**config.mk**
```make
export PLATFORM = sky130hd
export DESIGN_NAME = receptor_serial
export DESIGN_NICKNAME = d
export VERILOG_FILES = /design/src/rtl/receptor_serial.sv
export SDC_FILE = /design/constraint.sdc
export NUM_CORES = 1
export LEC_CHECK = 0
export ABC_AREA = 0
export CORE_MARGIN = 8
export CORE_UTILIZATION = 49
export DETAILED_ROUTE_END_ITERATION = 10
export GPL_ROUTABILITY_DRIVEN = 0
export HOLD_SLACK_MARGIN = 0.02
export PLACE_DENSITY_LB_ADDON = 0.2
export SYNTH_ARGS = -nofsm -noshare
export SYNTH_HDL_FRONTEND = slang
export SYNTH_SLANG_ARGS = --single-unit
```
**constraint.sdc**
```tcl
create_clock -name clk -period 1.6 [get_ports clk]
set_clock_uncertainty 0.2 [all_clocks]
set_input_delay 0.32 -clock clk [delete_from_list [all_inputs] [get_ports clk]]
set_output_delay 0.32 -clock clk [all_outputs]
set_load 0.02 [all_outputs]
```
**src/rtl/receptor_serial.sv**
```systemverilog
// Serial frame receiver: collects WIDTH bits (LSB first) between an inicio strobe and
// the last bit_en, then presents the word on dado with a valid/ack handshake.
module receptor_serial #(
    parameter int WIDTH = 8
) (
    input  logic             clk,
    input  logic             rst,
    input  logic             inicio,
    input  logic             bit_in,
    input  logic             bit_en,
    input  logic             ack,
    output logic [WIDTH-1:0] dado,
    output logic             dado_valido,
    output logic             ocupado,
    output logic             aborto,
    output logic             overrun
);

    localparam int CW = (WIDTH > 1) ? $clog2(WIDTH) : 1;
    localparam logic [CW-1:0] LAST_BIT = CW'(WIDTH - 1);

    typedef enum logic {
        ESPERA = 1'b0,
        RECEBE = 1'b1
    } estadoType;

    estadoType        estado;
    logic [CW-1:0]    bitCnt;
    logic [WIDTH-1:0] shiftReg;
    logic [WIDTH-1:0] nextWord;
    logic             lastBit;

    assign nextWord = {bit_in, shiftReg[WIDTH-1:1]};
    assign lastBit  = (bitCnt == LAST_BIT);
    assign ocupado  = (estado == RECEBE);

    always_ff @(posedge clk) begin
        if (rst) begin
            estado      <= ESPERA;
            bitCnt      <= '0;
            shiftReg    <= '0;
            dado        <= '0;
            dado_valido <= 1'b0;
            aborto      <= 1'b0;
            overrun     <= 1'b0;
        end else begin
            aborto <= 1'b0;
            // Consumption; a completion later in this block re-asserts dado_valido.
            if (ack && dado_valido)
                dado_valido <= 1'b0;

            case (estado)
                ESPERA: begin
                    if (inicio) begin
                        estado <= RECEBE;
                        bitCnt <= '0;
                    end
                end
                RECEBE: begin
                    if (inicio) begin
                        bitCnt <= '0;
                        aborto <= 1'b1;
                    end else if (bit_en) begin
                        shiftReg <= nextWord;
                        if (lastBit) begin
                            dado        <= nextWord;
                            dado_valido <= 1'b1;
                            bitCnt      <= '0;
                            estado      <= ESPERA;
                            if (dado_valido && !ack)
                                overrun <= 1'b1;
                        end else begin
                            bitCnt <= bitCnt + 1'b1;
                        end
                    end
                end
                default: estado <= ESPERA;
            endcase
        end
    end

endmodule
```
; After elaboration in Yosys (flattened, before gate mapping)
; Cells that the tools add are included.
[op_classes]
add_sub_neg = 1
mul = 0
n_div = 0
n_lt_le_gt_ge = 0
eq_ne = 3
shift = 0
muxes = 15
bitwise_logic = 2
reduce_logical = 8
[op_table]
columns = op, count
row1 = $mux 3, 4
row2 = $mux 1, 9
row3 = $pmux 3 s2, 1
row4 = $reduce_and 5->1, 1
row5 = $reduce_and 4->1, 1
row6 = $add 3x1->3 const B, 1
row7 = $eq 3x3->1 const B, 1
row8 = $ne 3x3->1 const B, 1
row9 = $reduce_and 3->1, 1
row10 = $logic_and 1x1->1, 2
row11 = $ne 2x2->1 const B, 1
row12 = $not 1->1, 2
row13 = $pmux 1 s2, 1
row14 = $reduce_and 2->1, 1
row15 = $reduce_or 2->1, 1
row16 = $logic_not 1->1, 1
[totals]
ff_bits = 23
latchBits = 0
mem_bits_rw = 0
rom_bits = 0
out_inout_bits = 12
mem_count = 0

; Depth between registers and ports, before layout
[logic_depth]
word_depth = 6
depth_mapped = 5

; Worst setup path after synthesis
; OpenSTA, ideal clock, no wires.
[synth_timing]
path_type = flip-flop to flip-flop
startpoint = register bitCnt[0]
endpoint = register dado[4]
setup_time_ns = 0.120
arrival_time_ns = 1.157
required_ns = 1.280
setup_slack_ns = 0.122
stages_incl_launch_ff = 6
synth_period_minus_slack_ns = 1.478
path_cell_list = dfxtp_1 > ha_1 > ha_1 > and4b_1 > buf_6 > mux2i_1
[synth_between]
elab_chain_cells = 2
[synth_lines]
columns = item, line_no
row1 = "start, declared", 28  ; logic [CW-1:0] bitCnt;
row2 = "start signal, assigned", 73  ; bitCnt <= bitCnt + 1'b1;
row3 = $eq 3x3->1, 34  ; assign lastBit = (bitCnt == LAST_BIT);
row4 = $reduce_and 4->1 (no source line), n/a
row5 = "end signal, assigned", 66  ; dado <= nextWord;
row6 = "end, declared", 12  ; output logic [WIDTH-1:0] dado,
; No other way between the ends.
; A chain may end at the register's enable or synchronous reset.

; Final worst setup path
[layout_timing]
startpoint = register overrun
endpoint = output overrun
[layout_rtl]
columns = item, line_no
row1 = "start, declared", 16  ; output logic overrun
row2 = "start signal, assigned", 45  ; overrun <= 1'b0;
row3 = "start signal, assigned", 71  ; overrun <= 1'b1;
; No word-level cell between the ends.

==> out/results.ini <==
[cts]
cts_inserted_buffers = 3
clk_pin_slew_ns = 0.12
cts_hold_buf = 0
cts_buffer_depth = 2
cts_tree = done
clock_latency_ns = 0.31
cts_root_buf = clkbuf_4
htreeDepth = 1
clkSinkCount = 22

[global_route]
grt_start_max_net_pins = 14
grt_pass1_wl_mm = 3.029
use_met3_pct = 2.796
use_met1_pct = 11.97
grtUsageTotal_pct = 10.78
grt_pass1_vias = 700
met2_usage_pct = 18.90
overflow = 0
busiest_layer = met2
antenna_found_initial = 0

[floorplan]
die_h_um = 60.26
num_io_pins = 18
die_area_mm2 = 0.003631
std_cell_rows = 16
die_w_um = 60.26
initial_utilization_pct = 50.46
core-area_mm2 = 0.001902

[sta]
finalHoldViolCount = 0
period_minus_slack_ns = 1.531
tightest_slew_ns = 0.2731
slew_viol_final = 0
setup-tns-final_ns = 0
fmaxAchievable_mhz = 653.3
holdWs_ns = 0.2872
relSlewSlack_pct = 81.74
setup_slack_ns = 0.06936
period_share_pct = 95.67
setup_viol = 0

[placement]
dp_cells = 133
place_area_mm2 = 0.001189
io_buffers = 17
hpwl_mm = 1.346
dp_slack_ns = -0.1328

[worst_setup_path]
cpPeakStageDelay_ns = 0.36
r2r_cells = 5
crit_required_ns = 1.08
rr_startpoint = bitCnt[1]$_SDFFE_PP0P_
r2r-end = dado[5]$_SDFFE_PP0P_
path_max_fanout = 2
critPathBufInv = 1
cp_top_family = flip-flops
rrSetupSlack_ns = 0.08
crit_path_cell_trace = dlygate4sd2_1
startpoint_type = register
cp.arrival_ns = 1.01
crit_path_top_delay_cell = dfxtp_1
end_kind = output pin
crit_type = reg2out

[power]
p_leak_nw = 0.5737
pwr-share-seq_pct = 52.4
ir_drop_mv = 0.5598
p_total_mw = 1.058
internal_power_uw = 848.8
power_density_mw_per_mm2 = 849.2
swShare_pct = 19.79
clockPowerShare_pct = 40.3
p_switching_uw = 209.5
combinationalPowerShare_pct = 7.3

[worst_hold_path]
min_path_cells = 2
hold_start = dado[1]$_SDFFE_PP0P_
min_to = dado[1]$_SDFFE_PP0P_
hp-class = reg2reg

[yosys]
synth_top_area_share_pct = 45.89
avgSynthCellArea_um2 = 11.29
syn_inst = 85
seq_area_frac_synth_pct = 45.89
synth_area_leader_cell = dfxtp_1
syn_nets = 94
async_reset_ff_share_pct = 0
synthFlopType = dfxtp_1
synthesis.area_um2 = 959.7
ys_ff_latch = 22
synth.area.top_cells = dfxtp_1 (46%), mux2i_1 (16%), nand2b_1 (12%)
synth-edff-count = 0
ys_warn_count = 0
yosysUniqueCellTypes = 23

[status]
status = finished, final reports clean

[layout]
multi_input_area_um2 = 484.2
final_nets = 120
area_growth_pct = 29.86
fin_cells = 137
final_cell_area_mm2 = 0.001246
seq_area_um2 = 441.7
utilization_pct = 65.53
fillers = 158
diodes = 0
layout-drive-gt1-share_pct = 21.82

[drt]
drt_iter0_drc = 7
route.detailed.drc = 0
viasPerCell = 4.818
totalWireLength_mm = 1.760
wl_per_cell_um = 12.85
first_pass_iters = 4
ant_nets = 0
num_vias = 660

[flow_run]
max_cap_violations = 0

[cells in the mapped netlist (2+ instances only)]
master and instances:
buf_6 3, mux2i_1 15, dfxtp_1 22, a21oi_1 3, nor2_1 2, a21bo_2 3, nand2b_1 19, ha_1 3
[power by group through the flow]
stage	clock (mW)	sequential (mW)	combinational, mW
floorplan	0	0.570	0.0417
global placement	0	0.566	0.0776
detailed placement	0	0.566	0.0790
CTS	0.434	0.554	0.0773
global route	0.459	0.555	0.0834
finish	0.427	0.554	0.0771
[repair_timing]
action,in CTS,in global routing
setup buffers,0,0
endpoints found under the setup margin,12,6
pin swaps,0,0
resized for setup,12,5
[final cells by class]
| type | instances | share of cell area (%) |
|---|---|---|
| clock inverter | 1 | 2.410 |
| timing repair buffer | 27 | 18.77 |
| tap | 27 | 2.711 |
| sequential | 22 | 35.44 |
| clock buffer | 3 | 1.807 |
| multi-input combinational | 57 | 38.86 |
[cells by family (layout without fill, tap and decap cells)]
group / after synthesis / in the layout / synth area share, %
AND/OR/NAND/NOR: 31 / 31 / 23.21
flip-flops: 22 / 22 / 45.89
multiplexers: 15 / 15 / 15.64
AO/OA/AOI/OAI: 8 / 8 / 6.128
buffers and inverters: 6 / 31 / 5.214
adder cells (fa/ha/maj): 3 / 3 / 3.912
[worst max path at each step]
stage / start / to / slack (ns) / cells past startpoint
after floorplan: bitCnt[0]$_SDFFE_PP0P_ / dado[4]$_SDFFE_PP0P_ / 0.12 / 5
after global routing: bitCnt[1]$_SDFFE_PP0P_ / dado[4]$_SDFFE_PP0P_ / -0.004 / 5
after CTS: bitCnt[0]$_SDFFE_PP0P_ / dado[4]$_SDFFE_PP0P_ / 0.05 / 5
after global placement: inicio / dado[5]$_SDFFE_PP0P_ / -0.10 / 4
final: overrun$_SDFFE_PP0P_ / overrun / 0.07 / 1
after detailed placement: inicio / overrun$_SDFFE_PP0P_ / -0.13 / 4
[cell usage in the layout (no fill, tap or decap), types with 2 or more instances in the layout]
| master | n |
|---|---|
| a21bo_2 | 3 |
| a21oi_1 | 3 |
| buf_4 | 9 |
| clkbuf_4 | 3 |
| clkdlybuf4s50_1 | 5 |
| dfxtp_1 | 21 |
| dlygate4sd2_1 | 12 |
| mux2i_1 | 15 |
| nand2b_1 | 19 |
| nor2_1 | 2 |
[sequential cells by signal, summed over array words and instances (netlist names)]
| signal | flops |
|---|---|
| ocupado | 1 |
| overrun | 1 |
| dado | 8 |
| aborto | 1 |
| shiftReg | 7 |
| bitCnt | 3 |
| dado_valido | 1 |
[metal layers]
metal	vias to the layer above	wire, um
met1	298	796
met2	15	862
met3	6	76
met4	0	24
li1	341	-
met5	-	0
Note: power is estimated with default switching activity, not from simulation.
